`src/rtl/hsv_core_flush_ctrl.sv`:
```
// Flush initiator: broadcasts flush_req, gathers per-unit acks, sequences entry/exit and
// flags hung or misbehaving responders. Comes out of reset already flushing.
module hsv_core_flush_ctrl #(
  parameter int unsigned N_UNITS        = 4,
  parameter int unsigned TIMEOUT_CYCLES = 64
) (
  input  logic               clk_core,
  input  logic               rst_core_n,
  input  logic               start_valid_i,
  output logic               start_ready_o,
  output logic               flush_req,
  input  logic [N_UNITS-1:0] flush_ack,
  output logic               busy_o,
  output logic               done_o,
  output logic               timeout_o,
  output logic [N_UNITS-1:0] stuck_mask_o,
  output logic               proto_err_o
);

  localparam int unsigned CntW = (TIMEOUT_CYCLES > 0) ? $clog2(TIMEOUT_CYCLES + 1) : 1;
  localparam logic [CntW-1:0] CntMax = CntW'(TIMEOUT_CYCLES);

  typedef enum logic [1:0] {StIdle, StEnter, StExit} state_e;

  state_e             state_q, state_d;
  logic               req_q, req_d;
  logic               done_q, done_d;
  logic               timeout_q, timeout_d;
  logic               proto_q, proto_d;
  logic [N_UNITS-1:0] stuck_q, stuck_d;
  logic [N_UNITS-1:0] ack_prev_q;
  logic [CntW-1:0]    cnt_q, cnt_d;

  always_comb begin
    state_d = state_q;
    done_d  = 1'b0;
    unique case (state_q)
      StIdle:  if (start_valid_i) state_d = StEnter;
      StEnter: if (&flush_ack) state_d = StExit;
      StExit: begin
        if (~|flush_ack) begin
          state_d = StIdle;
          done_d  = 1'b1;
        end
      end
      default: state_d = StEnter;
    endcase
    req_d = (state_d == StEnter);
  end

  // With TIMEOUT_CYCLES == 0 the counter sits at CntMax == 0 and never fires.
  always_comb begin
    cnt_d     = cnt_q;
    timeout_d = timeout_q;
    stuck_d   = stuck_q;
    if (state_d != state_q) begin
      cnt_d = '0;
    end else if (state_q != StIdle && cnt_q != CntMax) begin
      cnt_d = cnt_q + CntW'(1);
      if (cnt_d == CntMax) begin
        timeout_d = 1'b1;
        if (!timeout_q) stuck_d = flush_ack ^ {N_UNITS{req_q}};
      end
    end
  end

  always_comb begin
    proto_d = proto_q;
    if (state_q == StIdle && |flush_ack) proto_d = 1'b1;
    // A rising ack during exit means a unit re-entered flush unprompted.
    if (state_q == StExit && |(flush_ack & ~ack_prev_q)) proto_d = 1'b1;
  end

  always_ff @(posedge clk_core or negedge rst_core_n) begin
    if (!rst_core_n) begin
      state_q    <= StEnter;
      req_q      <= 1'b1;
      done_q     <= 1'b0;
      timeout_q  <= 1'b0;
      proto_q    <= 1'b0;
      stuck_q    <= '0;
      ack_prev_q <= '1;
      cnt_q      <= '0;
    end else begin
      state_q    <= state_d;
      req_q      <= req_d;
      done_q     <= done_d;
      timeout_q  <= timeout_d;
      proto_q    <= proto_d;
      stuck_q    <= stuck_d;
      ack_prev_q <= flush_ack;
      cnt_q      <= cnt_d;
    end
  end

  assign start_ready_o = (state_q == StIdle);
  assign busy_o        = (state_q != StIdle);
  assign flush_req     = req_q;
  assign done_o        = done_q;
  assign timeout_o     = timeout_q;
  assign stuck_mask_o  = stuck_q;
  assign proto_err_o   = proto_q;

endmodule
```
`config.mk`:
```
export PLATFORM = sky130hd
export DESIGN_NAME = hsv_core_flush_ctrl
export DESIGN_NICKNAME = d
export VERILOG_FILES = /design/src/rtl/hsv_core_flush_ctrl.sv
export SDC_FILE = /design/constraint.sdc
export NUM_CORES = 1
export LEC_CHECK = 0
export BUFFER_PORTS_ARGS = -buffer_cell sky130_fd_sc_hd__buf_2
export CAP_MARGIN = 20
export CORE_MARGIN = 3
export CORE_UTILIZATION = 35
export DETAILED_ROUTE_END_ITERATION = 10
export GPL_TIMING_DRIVEN = 1
export PLACE_DENSITY = 0.56
export SLEW_MARGIN = 10
export SYNTH_ARGS = -nofsm -noshare
export SYNTH_HDL_FRONTEND = slang
export SYNTH_SLANG_ARGS = --single-unit
```
`constraint.sdc`:
```
create_clock -name clk_core -period 2.35 [get_ports clk_core]
set_input_delay 0.5875 -clock clk_core [delete_from_list [all_inputs] [get_ports clk_core]]
set_output_delay 0.5875 -clock clk_core [all_outputs]
set_load 0.02 [all_outputs]
```
* Word level (Yosys, flattened, before mapping)
Cells that the tools add are included.
** Cells by class
- Add/sub/neg operators :: 1
- Shift operators :: 0
- Bitwise gates (word level) :: 5
- Eq/ne operators :: 6
- Reductions and logical operators :: 12
- Multiplexer cells :: 10
- Order comparisons :: 0
- Multiply operators :: 0
- Divide/modulo/power cells :: 0
** Operators by type and width (count)
- 2-to-1 mux 7 bit :: 2
- AND reduction 4 bit :: 2
- OR reduction 4 bit :: 2
- adder 7 x 1 -> 7 bit, second input constant :: 1
- == test 7 bit, second input constant :: 1
- != test 7 bit, second input constant :: 1
- 2-to-1 mux 2 bit :: 3
- one-hot mux 2 bit (3 select lines) :: 1
- nonzero test 2 bit :: 3
- AND 4 bit :: 1
- == test 2 x 1 -> 1 bit, second input constant :: 2
- 2-to-1 mux 1 bit :: 4
- inverter 4 bit :: 1
- bitwise XOR 4 bit :: 1
- logical AND 1 bit :: 3
- AND reduction 3 bit :: 1
- == test 2 bit, second input constant :: 1
- zero test 2 bit :: 1
- != test 2 bit :: 1
- inverter 1 bit :: 2
** Storage, ports and cells
- Latch bits :: 0
- Word-level logic and storage cells :: 42
- Register bits after elaboration :: 21
- Memories :: 0
- Bits of input ports :: 7
- Output and inout bits :: 10
- Bits in writable memories :: 0
- Memory bits (read-only) :: 0

* Depth between registers and ports, before layout
Gate-level depths: netlist of run 1.
- Word-level depth :: 6
- Depth in mapped cells :: 6
- Depth with buffers taken out :: 6

* Worst setup path after synthesis of run 1
Ideal clock, no wire load.
- Path kind :: register to register
- From :: register cnt_q[1]
- To :: register stuck_q[0], in the netlist stuck_mask_o[0]
- Setup time :: 0.128 ns
- Period minus slack after synthesis :: 1.918 ns
- Path slack :: 0.432 ns
- Path buffers :: 0
- Stages on the path, launching flop included :: 7
- Arrival time :: 1.791 ns
- Required time :: 2.222 ns
- Cells stage by stage :: dfrtp_1 -> ha_1 -> and4_1 -> o211ai_1 -> a22o_1 -> nor4_4 -> mux2_1
** On the way
- Word-level cells in the longest chain between the ends :: 3
- Elaborated cells on any way between the ends :: 5
- Classes of those cells :: add/sub (1); eq/ne (2); reduce/logical (2)
** RTL lines
- start: declaration :: line 32 : logic [CntW-1:0] cnt_q, cnt_d;
- start signal: assignment :: line 92 : cnt_q <= cnt_d;
- adder 7 x 1 -> 7 bit or != test 7 bit (tied branches) :: line 59, 58
- == test 7 bit or logical AND 1 bit (tied branches) :: line 60, 58
- AND reduction 4 bit (no line) *
- end signal: assignment :: line 90 : stuck_q <= stuck_d;
- end: declaration :: line 30 : logic [N_UNITS-1:0] stuck_q, stuck_d;
Every way passes the cells marked *; elsewhere a longest branch is shown, timed or not.
A chain may end at the register's enable or synchronous reset.

* Final worst setup path of run 1
- From :: register cnt_q[0]
- To :: register stuck_q[3], in the netlist stuck_mask_o[3]
The elaborated chain is that of the path after synthesis.

==> Implementation_results.wiki, run 1 <==
{| class="wikitable"
! Metric !! Value
|-
| DRC || 0
|-
| Hold bufs inserted after CTS || 0
|-
| Power per Cell Area || 686 nW/µm²
|-
| Switching power share of the total || 33.2%
|-
| Antenna diodes || 0
|-
| DR vias || 797
|-
| Net Switching || 292 µW
|-
| Outcome || complete, no violations
|-
| Reg-to-reg critical path startpoint || cnt_q[0]$_DFFE_PN0P_
|-
| Combinational power share || 27.5%
|-
| Register bit total from synthesis || 21
|-
| Vertical die dimension || 62.8 µm
|-
| Total routing usage reported by global routing || 11.5%
|-
| Post-detailed-routing wire length || 2110 µm
|-
| Number of hold violations in the final report || 0
|-
| Clock edge transition at the registers on the reported setup and hold paths || 110 ps
|-
| Commonest cells in the netlist || 15 x sky130_fd_sc_hd__dfrtp_1, 7 x sky130_fd_sc_hd__inv_1, 7 x sky130_fd_sc_hd__nor2_1, 6 x sky130_fd_sc_hd__dfstp_2, 6 x sky130_fd_sc_hd__xor2_1
|-
| Setup repair after global routing missed its margin || no
|-
| Synthesized-area fraction occupied by adder cells || 3.33%
|-
| Worst skew pair latency || 290 ps
|-
| Total standard cell area after synthesis || 1130 µm²
|-
| Count of nets left with antenna violations after detail routing || 0
|-
| Post-synthesis compound-gate area fraction || 14.5%
|-
| Xor and xnor area share after synthesis || 4.66%
|-
| Synthesis-to-finish area growth || 13.3%
|-
| Basic-gate share of the synthesized area counting and, or, nand and nor cells || 20.8%
|-
| Largest net degree at the start of global routing || 22
|-
| Most frequent cell after synthesis || sky130_fd_sc_hd__dfrtp_1
|-
| Floorplan row count || 19
|-
| Final count of pins violating max slew || 0
|-
| Pin slew with the least headroom to its limit || 458 ps
|-
| Largest fanout on the critical path || 8
|-
| Final Cycle Share || 90.5%
|-
| Crit path setup slack, layout || 224 ps
|-
| Initial antenna violation count || 0
|-
| Syn Area/Cell || 11.0 µm²
|-
| Vias in the first global route || 761
|-
| Final Core Density || 44.1%
|-
| Bufs on Longest Clock Path || 2
|-
| Power share of the clock group || 19.3%
|-
| Starting density of the core || 38.9%
|-
| Port Buffer Count || 16
|-
| Internal power || 586 µW
|-
| Fraction of registers with async set or reset after synthesis || 100%
|-
| Standby leakage power || 0.621 nW
|-
| Clock tree skew after final layout || 4.10 ps
|-
| Via-to-Cell Ratio || 4.86
|-
| Buffers inserted by post-CTS timing repair || 0
|-
| Cell type contributing the most total cell area after synthesis || sky130_fd_sc_hd__dfrtp_1
|-
| Class of the worst hold path || input pin to asynchronous set/reset pin
|-
| PostCTS Resize Cnt || 0
|-
| Layout fillers || 300
|-
| Met3 wire len || 68 µm
|-
| Max Used Layer || met4
|-
| Routed WL per cell || 12.9 µm
|-
| Kind of capture point of the worst setup path || flip-flop
|-
| Sum of met2 wire segment lengths after detailed routing || 917 µm
|-
| Post-layout net count || 133
|-
| Sort of element at the start of the critical path || flip-flop
|-
| Clock tree from TritonCTS || built
|-
| Slew margin rel. || 69.5%
|-
| CP Data Required Time || 2540 ps
|-
| DP Wirelength || 1610 µm
|-
| Maximum level of the CTS H-tree || 1
|-
| Number of DRC violations after detailed-routing iteration 0 || 18
|-
| Ys Warns || 0
|-
| Largest cells by area after synthesis || sky130_fd_sc_hd__dfrtp_1 33%, sky130_fd_sc_hd__dfstp_2 14%, sky130_fd_sc_hd__xor2_1 4.7%, sky130_fd_sc_hd__mux2_1 4.0%, sky130_fd_sc_hd__ha_1 3.3%
|-
| Final TNS setup || 0 ps
|-
| Overall die area || 3940 µm²
|-
| Arrival time reported for the critical path endpoint || 2320 ps
|-
| Sequential Power Share || 53.1%
|-
| Combinational family with the most area after synthesis || simple AND/OR/NAND/NOR gates
|-
| Synthesized instance count || 103
|-
| Number of buffers inserted during clock tree synthesis || 3
|-
| Critical path origin || cnt_q[0]$_DFFE_PN0P_
|-
| Routability congestion estimate || 0.802
|-
| DP Cell Count || 160
|-
| Multiplexer share of the synthesized area || 4.99%
|-
| Worst Path Class, Setup || flip-flop to flip-flop
|-
| Core area || 2900 µm²
|-
| Synthesized net count || 113
|-
| GRT Residual Overflow || 0
|-
| Number of I/O pins || 17
|-
| Yosys top cell area share || 33.3%
|-
| Endpoints failing setup || 0
|-
| Number of enable flip-flop cells after synthesis || 0
|-
| Clock Sink Count || 21
|-
| Post-placement setup slack || 223 ps
|-
| Maximum vdd ir drop || 353 µV
|-
| Die W || 62.8 µm
|-
| Prevailing post-synth register cell || sky130_fd_sc_hd__dfrtp_1
|-
| Maximum capacitance violations || 0
|-
| Crit path time final || 2130 ps
|-
| Sequential-to-total area share from yosys stat || 47.2%
|-
| CTS Root Buffer Type || sky130_fd_sc_hd__clkbuf_4
|-
| Yosys cell types || 42
|-
| Count of placed standard cells in the final layout, fillers left out || 164
|-
| Global-route wire length before repair || 3570 µm
|-
| TritonRoute pass-1 iters || 4
|-
| Highest attainable clock frequency || 470 MHz
|-
| Fraction of final layout cells sized beyond drive strength 1 || 28.7%
|-
| Post-Route M1 WL || 1100 µm
|}
## kinds of logic (layout without fill, tap and decap cells)
family,Yosys count,after routing
AND/OR/NAND/NOR,37,37
XOR/XNOR,6,6
multiplexers,5,5
AO/OA/AOI/OAI,21,21
flip-flops,21,21
buffers and inverters,10,29
adder cells (fa/ha/maj),3,3
## worst max-delay path, cell delays in order (launching register included)
cell and delay [ps]:
sky130_fd_sc_hd__dfrtp_1 490, sky130_fd_sc_hd__ha_1 300, sky130_fd_sc_hd__and4_1 240, sky130_fd_sc_hd__o211ai_1 90, sky130_fd_sc_hd__a22o_1 290, sky130_fd_sc_hd__nor4_4 260, sky130_fd_sc_hd__mux2_1 360
## worst paths after layout
path,endpoint,depth (start not counted),slack [ps]
max,stuck_mask_o[3]$_DFFE_PN0P_,6,220
min,stuck_mask_o[0]$_DFFE_PN0P_,1,220
max reg2reg,stuck_mask_o[3]$_DFFE_PN0P_,6,220
min reg2reg,proto_err_o$_DFFE_PN0P_,1,490
max in group asynchronous,flush_req$_DFF_PN1_,1,1780
min in group clk_core,ack_prev_q[1]$_DFF_PN1_,1,430
## placed cells by master (no fill, tap or decap), drive strengths merged, types with 3 or more instances in the layout
cell | netlist | routed
a211o | 3 | 3
a21oi | 4 | 4
a22o | 3 | 3
buf | 3 | 18
clkbuf | 0 | 4
dfrtp | 15 | 15
dfstp | 6 | 6
ha | 3 | 3
inv | 7 | 7
mux2 | 5 | 5
nand2 | 5 | 5
nand2b | 4 | 4
nand3 | 4 | 4
nor2 | 7 | 7
o21a | 3 | 3
xor2 | 6 | 6
## sequential cells by signal, indices dropped and copies added (netlist names)
signal,cells
cnt_q,7
done_o,1
stuck_mask_o,4
state_q,2
proto_err_o,1
ack_prev_q,4
flush_req,1
timeout_o,1
## metal layers
| layer | vias up | global-route usage, % |
|---|---|---|
| met5 | - | 0 |
| met4 | 0 | 4.13 |
| met3 | 2 | 3.96 |
| met2 | 13 | 16.8 |
| met1 | 379 | 15.6 |
| li1 | 403 | - |
## metrics by stage
| stage | hold WS (ps) | power [mW] | instance area [µm²] |
|---|---|---|---|
| after floorplan | 292 | 0.648 | 1130 |
| after global placement | 454 | 0.705 | 1250 |
| after detailed placement | 470 | 0.715 | 1250 |
| after CTS | 229 | 0.890 | 1280 |
| after global routing | 223 | 0.950 | 1280 |
| final | 219 | 0.877 | 1280 |
## cell type report
class,instances,area (µm²),area share (%)
Inverter,7,26.3,2.05
Clock buffer,4,26.3,2.05
Sequential cell,21,533,41.7
Timing Repair Buffer,18,95.1,7.44
Tap cell,42,52.6,4.11
Multi-Input combinational cell,72,546,42.7
## power by group through the flow
stage                     registers [mW]  logic, mW  clock network (mW)
after CTS                          0.466      0.244               0.181
after detailed placement           0.472      0.243                   0
after floorplan                    0.450      0.199                   0
after global routing               0.475      0.272               0.203
final                              0.466      0.242               0.170
after global placement             0.470      0.235                   0
No activity file was read; power rests on OpenSTA's default activity.
==> run 2: changes to the inputs <==
- CELL_PAD_IN_SITES_DETAIL_PLACEMENT: unset -> 1
- CELL_PAD_IN_SITES_GLOBAL_PLACEMENT: unset -> 1
- PLACE_DENSITY: 0.56 -> 0.68
==> run 2 against run 1 <==
  * Cell area unchanged
  * Highest routed layer unchanged
  * Non-clock buffer count unchanged
  * Worst hold slack worse by 1.8 ps
  * Wire length up 9.1%
  * Clock skew up 1.6 ps
  * Critical path depth unchanged
  * Core utilization unchanged
  * Maximum frequency up 0.10%
  * Combinational power about the same
==> Implementation_results.wiki, run 2 (synthesis gave the netlist of run 1 again) <==
{| class="wikitable"
! Metric !! Value
|-
| Largest net degree at the start of global routing || 22
|-
| DRC || 0
|-
| Clock Sink Count || 21
|-
| Global-route wire length before repair || 4140 µm
|-
| Leading cell type in the layout, fill and taps excluded || sky130_fd_sc_hd__buf_2
|-
| Core area || 2900 µm²
|-
| Number of I/O pins || 17
|-
| DP Wirelength || 1810 µm
|-
| Clock tree skew after final layout || 5.70 ps
|-
| Combinational power share || 27.3%
|-
| Clock edge transition at the registers on the reported setup and hold paths || 110 ps
|-
| CTS Root Buffer Type || sky130_fd_sc_hd__clkbuf_4
|-
| Routed WL per cell || 14.0 µm
|-
| Cell-by-cell listing of the critical path || ha_1, and4_1, o211ai_1, a22o_1, nor4_4, mux2_1
|-
| TritonRoute pass-1 iters || 4
|-
| Power share of the clock group || 19.6%
|-
| Standby leakage power || 0.621 nW
|-
| Clock tree from TritonCTS || built
|-
| Post-placement setup slack || 203 ps
|-
| Via-to-Cell Ratio || 5.07
|-
| Post-layout net count || 133
|-
| Count of nets left with antenna violations after detail routing || 0
|-
| Largest fanout on the critical path || 8
|-
| Initial antenna violation count || 0
|-
| Internal power || 585 µW
|-
| Worst Path Class, Setup || flip-flop to flip-flop
|-
| Total routing usage reported by global routing || 13.2%
|-
| Terminus of the critical flop-to-flop path || stuck_mask_o[3]$_DFFE_PN0P_
|-
| Post-detailed-routing wire length || 2300 µm
|-
| Hold bufs inserted after CTS || 0
|-
| Antenna diodes || 0
|-
| Floorplan row count || 19
|-
| Largest reg by FF count || cnt_q
|-
| DR vias || 831
|-
| Sum of met2 wire segment lengths after detailed routing || 1090 µm
|-
| Fraction of final layout cells sized beyond drive strength 1 || 28.7%
|-
| Final Core Density || 44.1%
|-
| Net Switching || 298 µW
|-
| Vias in the first global route || 861
|-
| Number of hold violations in the final report || 0
|-
| Met3 wire len || 85 µm
|-
| Worst skew pair latency || 300 ps
|-
| Routability congestion estimate || 0.714
|-
| Bufs on Longest Clock Path || 2
|-
| Kind of capture point of the worst setup path || flip-flop
|-
| Reg-to-reg critical path startpoint || cnt_q[0]$_DFFE_PN0P_
|-
| Class of the worst hold path || input pin to asynchronous set/reset pin
|-
| Setup repair after global routing missed its margin || no
|-
| Maximum capacitance violations || 0
|-
| Cells on worst reg2reg path || 6
|-
| Post-Route M1 WL || 1090 µm
|-
| Power per Cell Area || 690 nW/µm²
|-
| Final Cycle Share || 90.4%
|-
| Synthesis-to-finish area growth || 13.3%
|-
| Endpoints failing setup || 0
|-
| Number of buffers inserted during clock tree synthesis || 3
|-
| Maximum level of the CTS H-tree || 1
|-
| CP Data Required Time || 2540 ps
|-
| Number of DRC violations after detailed-routing iteration 0 || 22
|-
| Max Used Layer || met4
|-
| Sort of element at the start of the critical path || flip-flop
|-
| Vertical die dimension || 62.8 µm
|-
| Crit-path max cell delay || 500 ps
|-
| Final count of pins violating max slew || 0
|-
| Pin slew with the least headroom to its limit || 467 ps
|-
| Starting density of the core || 38.9%
|-
| Overall die area || 3940 µm²
|-
| Critical Path Slowest Stage Cell || sky130_fd_sc_hd__dfrtp_1
|-
| Highest-count cells in the layout ignoring fill and taps || 16 x sky130_fd_sc_hd__buf_2, 15 x sky130_fd_sc_hd__dfrtp_1, 7 x sky130_fd_sc_hd__inv_1, 7 x sky130_fd_sc_hd__nor2_1
|-
| Arrival time reported for the critical path endpoint || 2320 ps
|-
| Highest attainable clock frequency || 471 MHz
|-
| Die W || 62.8 µm
|-
| Flip-flop count of the largest register, all copies and words added || 7
|-
| Final TNS setup || 0 ps
|-
| Buffers inserted by post-CTS timing repair || 0
|-
| GRT Residual Overflow || 0
|-
| Slew margin rel. || 68.9%
|-
| Maximum vdd ir drop || 324 µV
|-
| Crit path time final || 2120 ps
|-
| Outcome || complete, no violations
|-
| Switching power share of the total || 33.8%
|-
| Port Buffer Count || 16
|-
| Worst reg-to-reg setup slack || 230 ps
|-
| Crit path setup slack, layout || 226 ps
|-
| PostCTS Resize Cnt || 0
|-
| Sequential Power Share || 53.1%
|-
| Total chip power || 883 µW
|}
==> run 2: cell counts in the layout (fill, tap and decap cells not counted) <==
Identical to the previous run, type by type.
==> run 2: final cells by class <==
cell class	instances	area [µm²]
clock buffers	4	26.3
fillers	343	1620
inverters	7	26.3
multi-input cells	72	546
flip-flops and latches	21	533
well taps	42	52.6
repair buffers	18	95.1
==> run 2: worst max-delay path by stage <==
stage                         start                          end  slack (ps)  cells past startpoint
3_5_place_dp           flush_ack[0]         cnt_q[3]$_DFFE_PN0P_         200                      6
2_1_floorplan  cnt_q[1]$_DFFE_PN0P_  stuck_mask_o[0]$_DFFE_PN0P_         430                      6
4_1_cts        cnt_q[0]$_DFFE_PN0P_  stuck_mask_o[3]$_DFFE_PN0P_         190                      6
5_1_grt        cnt_q[0]$_DFFE_PN0P_  stuck_mask_o[2]$_DFFE_PN0P_          60                      6
6_report       cnt_q[0]$_DFFE_PN0P_  stuck_mask_o[3]$_DFFE_PN0P_         230                      6
3_3_place_gp   cnt_q[0]$_DFFE_PN0P_  stuck_mask_o[2]$_DFFE_PN0P_         230                      6
==> run 2: layer usage <==
| layer | vias up | track usage [%] |
|---|---|---|
| met3 | 4 | 3.60 |
| met2 | 13 | 22.1 |
| met5 | - | 0 |
| met1 | 408 | 16.6 |
| met4 | 0 | 4.13 |
| li1 | 406 | - |
==> run 2: power groups by stage <==
| stage | clock [mW] | sequential (mW) | combinational, mW |
|---|---|---|---|
| final | 0.173 | 0.468 | 0.241 |
| after global placement | 0 | 0.473 | 0.234 |
| after global routing | 0.200 | 0.480 | 0.277 |
| after detailed placement | 0 | 0.475 | 0.245 |
| after CTS | 0.185 | 0.469 | 0.246 |
| after floorplan | 0 | 0.450 | 0.199 |
==> run 2: worst max-delay path, delay by kind of cell (launching register included) <==
| family | cells | cell delay (ps) |
|---|---|---|
| flip-flops | 1 | 500 |
| multiplexers | 1 | 360 |
| AO/OA/AOI/OAI | 2 | 370 |
| AND/OR/NAND/NOR | 2 | 490 |
| adder cells (fa/ha/maj) | 1 | 280 |
==> run 2: through the flow <==
| step | std cells | hold WS (ps) | cell area (µm²) |
|---|---|---|---|
| after floorplan | 103 | 292 | 1130 |
| after global placement | 160 | 454 | 1250 |
| after detailed placement | 160 | 469 | 1250 |
| after CTS | 164 | 221 | 1280 |
| after global routing | 164 | 225 | 1280 |
| final | 164 | 218 | 1280 |
